`src/rtl/arith_result_serializer.sv`:
```
// arith_result_serializer: captures the five arithmetic results in one handshake
// and streams them as tagged words, optionally closed by an XOR checksum word.
module arith_result_serializer #(
    parameter int unsigned WIDTH       = 8,
    parameter bit          EN_CHECKSUM = 1'b1
) (
    input  logic             clk,
    input  logic             rst_n,
    input  logic [WIDTH-1:0] res1,
    input  logic [WIDTH-1:0] res2,
    input  logic [WIDTH-1:0] res3,
    input  logic [WIDTH-1:0] res4,
    input  logic [WIDTH-1:0] res5,
    input  logic             in_valid,
    output logic             in_ready,
    output logic [WIDTH-1:0] out_data,
    output logic [2:0]       out_tag,
    output logic             out_last,
    output logic             out_valid,
    input  logic             out_ready,
    output logic [15:0]      frame_cnt
);

    localparam int unsigned NWORDS = 6;
    localparam logic [2:0]  LAST   = EN_CHECKSUM ? 3'd5 : 3'd4;

    typedef enum logic {
        IDLE = 1'b0,
        SEND = 1'b1
    } state_t;

    state_t           state_q;
    state_t           state_d;
    logic [2:0]       idx_q;
    logic [2:0]       idx_d;
    logic [WIDTH-1:0] bank_q [NWORDS];
    logic [WIDTH-1:0] checksum;
    logic             capture;
    logic             frame_done;

    // Checksum word: plain bitwise XOR of the five results.
    assign checksum = res1 ^ res2 ^ res3 ^ res4 ^ res5;

    // Next-state and output decode; in_ready in SEND is the only path from out_ready.
    always_comb begin
        state_d    = state_q;
        idx_d      = idx_q;
        in_ready   = 1'b0;
        out_valid  = 1'b0;
        out_data   = '0;
        out_tag    = 3'd0;
        out_last   = 1'b0;
        capture    = 1'b0;
        frame_done = 1'b0;
        case (state_q)
            IDLE: begin
                in_ready = 1'b1;
                if (in_valid) begin
                    capture = 1'b1;
                    idx_d   = 3'd0;
                    state_d = SEND;
                end
            end
            SEND: begin
                out_valid = 1'b1;
                out_data  = bank_q[idx_q];
                out_tag   = idx_q;
                out_last  = (idx_q == LAST);
                in_ready  = out_ready && (idx_q == LAST);
                if (out_ready) begin
                    if (idx_q == LAST) begin
                        frame_done = 1'b1;
                        idx_d      = 3'd0;
                        if (in_valid) begin
                            capture = 1'b1;
                        end else begin
                            state_d = IDLE;
                        end
                    end else begin
                        idx_d = idx_q + 3'd1;
                    end
                end
            end
            default: begin
                state_d = IDLE;
                idx_d   = 3'd0;
            end
        endcase
    end

    // State, word index and completed-frame counter.
    always_ff @(posedge clk or negedge rst_n) begin
        if (!rst_n) begin
            state_q   <= IDLE;
            idx_q     <= 3'd0;
            frame_cnt <= 16'd0;
        end else begin
            state_q <= state_d;
            idx_q   <= idx_d;
            if (frame_done) begin
                frame_cnt <= frame_cnt + 16'd1;
            end
        end
    end

    // Word bank: results are sampled only on the capture edge.
    always_ff @(posedge clk or negedge rst_n) begin
        if (!rst_n) begin
            for (int i = 0; i < NWORDS; i++) begin
                bank_q[i] <= '0;
            end
        end else if (capture) begin
            bank_q[0] <= res1;
            bank_q[1] <= res2;
            bank_q[2] <= res3;
            bank_q[3] <= res4;
            bank_q[4] <= res5;
            bank_q[5] <= checksum;
        end
    end

endmodule

```
`config.mk`:
```
export PLATFORM = sky130hd
export DESIGN_NAME = arith_result_serializer
export DESIGN_NICKNAME = d
export VERILOG_FILES = /design/src/rtl/arith_result_serializer.sv
export SDC_FILE = /design/constraint.sdc
export NUM_CORES = 1
export LEC_CHECK = 0
export ABC_AREA = 0
export CAP_MARGIN = 40
export CORE_MARGIN = 5
export CORE_UTILIZATION = 30
export CTS_CLUSTER_DIAMETER = 60
export DETAILED_ROUTE_END_ITERATION = 8
export DONT_BUFFER_PORTS = 1
export SLEW_MARGIN = 0
export SYNTH_ARGS = -nofsm -noshare
export SYNTH_HDL_FRONTEND = slang
export SYNTH_SLANG_ARGS = --single-unit
```
`constraint.sdc`:
```
create_clock -name clk -period 4.9 [get_ports clk]
set_input_delay 0.98 -clock clk [delete_from_list [all_inputs] [get_ports clk]]
set_output_delay 0.98 -clock clk [all_outputs]
set_load 0.05 [all_outputs]
```
==> summary.md <==
| Metric | Value |
|---|---|
| Crit path launch type | register |
| CTS Buf Count | 9 |
| GP Congestion | 0.726 |
| Syn nets | 327 |
| Placed Area | 3600 um^2 |
| FMAX | 304 MHz |
| Die height | 116 um |
| Die Width | 116 um |
| Post-synth top flop | dfrtp_1 |
| Final instance area | 3890 um^2 |
| Largest cells by area after synthesis | dfrtp_1 50%, mux2_2 13%, xnor2_1 7.5% |
| Largest net degree at the start of global routing | 69 |
| CTS Sinks | 68 |
| Max Cap Viol | 0 |
| Slew @ Worst Pin | 0.852 ns |
| Post-synth ARST share | 100% |
| Port Buf Inserts | 0 |
| Peak VDD IR | 0.455 mV |
| H-tree Lvls | 3 |
| Crit Path Category | register to output pin |
| DR vias/cell | 4.77 |
| Most common cell in the netlist | dfrtp_1 |
| PostCTS Resize Cnt | 0 |
| First drt pass iteration count | 4 |
| Skew-Pair Late Insertion Delay | 0.33 ns |
| Yosys top cell area share | 50.1% |
| Routed WL | 7570 um |
| Syn Area/Cell | 12.0 um^2 |
| Leak | 0.00172 uW |
| Cell Pwr Density | 668 nW/um^2 |
| Final ANT Viol Nets | 0 |
| DP HPWL | 5350 um |
| Root buffer cell | clkbuf_16 |
| Final Hold Fails | 0 |
| CTS tree | built |
| NumNets Final | 335 |
| Mapped Cells | 282 |
| Synth cell count leaders | 68 x dfrtp_1, 40 x mux2_2, 29 x xnor2_1, 25 x nand2_1, 22 x nor2_1 |
| Slew HR | 43.0% |
| GRT Residual Overflow | 0 |
| Worst path required time | 3.92 ns |
| CORE AREA | 11,000 um^2 |
| Setup TNS | 0 ns |
| Cell Rows | 38 |
| I/O pin cnt | 74 |
| Post-CTS setup buffers | 0 |
| Count of pins over their slew limit | 0 |
| Sequential-to-total area share from yosys stat | 50.1% |
| Number of synthesized flops with an enable pin | 0 |
| Fin crit share | 67.1% |
| CP Max Fanout | 10 |
| Post-synth top area cell | dfrtp_1 |
| CTS max path bufs | 2 |
| Detailed Route Iter0 Violations | 51 |
| Clock transition at path regs | 0.06 ns |
| Vias | 2,073 |
| Cell variety after synth | 31 |
| GR Util All Layers | 12.2% |
| Minimum clock period | 3.29 ns |
| Antenna violations before repair | 0 |
| Critical path arrival | 2.31 ns |
| Cts hold-fix bufs | 0 |
| DRC violations left | 0 |
| Unrepaired setup endpoints after global routing | false |
| First-pass GRT wire length | 12,200 um |
| Power Total | 2600 uW |
| Final Util | 35.4% |
| Synthesized area | 3400 um^2 |
| CP Capture Type | output pin |
| Vias in the first global route | 2,308 |
| Antenna cells | 0 |
| Worst Hold Class | input port to async pin |
| FF+latch count, synth | 68 |
| Initial Utilization | 30.9% |
| Clock Skew | 0.00544 ns |
| Outcome | finished clean |
| Area growth syn-to-layout | 14.5% |
| WL/cell | 17.4 um |
| Final setup fails | 0 |
| Yosys warns | 0 |
| Share of layout cells above drive strength 1 | 26.4% |
| Die area | 13,500 um^2 |
==> layout by cell type (no fill, tap or decap), drive strengths merged, types with 2 or more instances in the layout <==
master / instances
dfrtp: 68
mux2: 40
mux2i: 8
xor2: 18
xnor2: 29
and3: 3
and2: 2
inv: 2
buf: 11
mux4: 8
nor3: 5
o21ai: 13
clkinv: 3
nand3: 3
a21oi: 8
nor2: 22
nand2: 25
nor4: 2
clkinvlp: 3
nand2b: 2
nand4: 4
clkbuf: 9
==> flip-flops by register name, summed over array words and instances (netlist names) <==
signal     count
idx_q          3
frame_cnt     16
bank_q        48
state_q        1
==> where the power goes <==
part           leakage (uW)  total (uW)  internal [uW]  switching [uW]
Sequential         0.000860         981            775             206
Combinational      0.000723         978            435             543
Clock              0.000137         638            391             248
Total               0.00172        2600           1600             997
==> critical path, cell delays in order, from the launching register on <==
cell and delay, ns:
dfrtp_1 0.85, and2_1 0.57, and3_1 0.56
==> stage by stage <==
step / worst slack (ns) / instances / hold WS (ns)
after floorplan: 2.05 / 282 / 0.445
after global placement: 1.58 / 409 / 0.460
after detailed placement: 1.65 / 419 / 0.465
after CTS: 1.57 / 435 / 0.328
after global routing: 1.51 / 435 / 0.321
final: 1.61 / 435 / 0.345
==> area by class of cell <==
cell class,instances,area [um^2]
clock inverter,7,67.6
clock buffer,9,225
multi-input combinational,198,1610
fill,1071,7090
sequential,68,1700
timing repair buffer,11,103
inverter,2,7.51
tap,140,175
==> logic make-up after synthesis <==
group | Yosys count | share of synthesized area, %
fa+ha+maj | 1 | 0.368
buf+inv | 16 | 2.84
compound gates | 22 | 3.32
xor+xnor | 47 | 12.1
mux | 56 | 20.9
flops | 68 | 50.1
simple gates | 72 | 10.3
==> path summary, 6_finish.rpt <==
check / startpoint / end / slack, ns / cells past startpoint
setup / recovery: state_q$_DFF_PN0_ / out_last / 1.61 / 2
setup reg to reg: state_q$_DFF_PN0_ / bank_q[15]$_DFFE_PN0P_ / 1.72 / 4
min in group clk: bank_q[3]$_DFFE_PN0P_ / bank_q[3]$_DFFE_PN0P_ / 0.47 / 2
max in group asynchronous: rst_n / frame_cnt[3]$_DFFE_PN0P_ / 4.40 / 0
hold reg to reg: bank_q[3]$_DFFE_PN0P_ / bank_q[3]$_DFFE_PN0P_ / 0.47 / 2
hold / removal: rst_n / bank_q[42]$_DFFE_PN0P_ / 0.35 / 0
==> routing by layer <==
metal  vias up  global-route usage, %  wire length [um]  part of all wire [%]
li1        994                      -                 -                     -
met1      1017                   15.0              3260                    43
met2        52                   18.9              3560                    47
met3        10                   4.30               597                   7.9
met4         0                   5.88               151                   2.0
met5         -                      0                 0                     0
No activity file was read; power rests on OpenSTA's default activity.
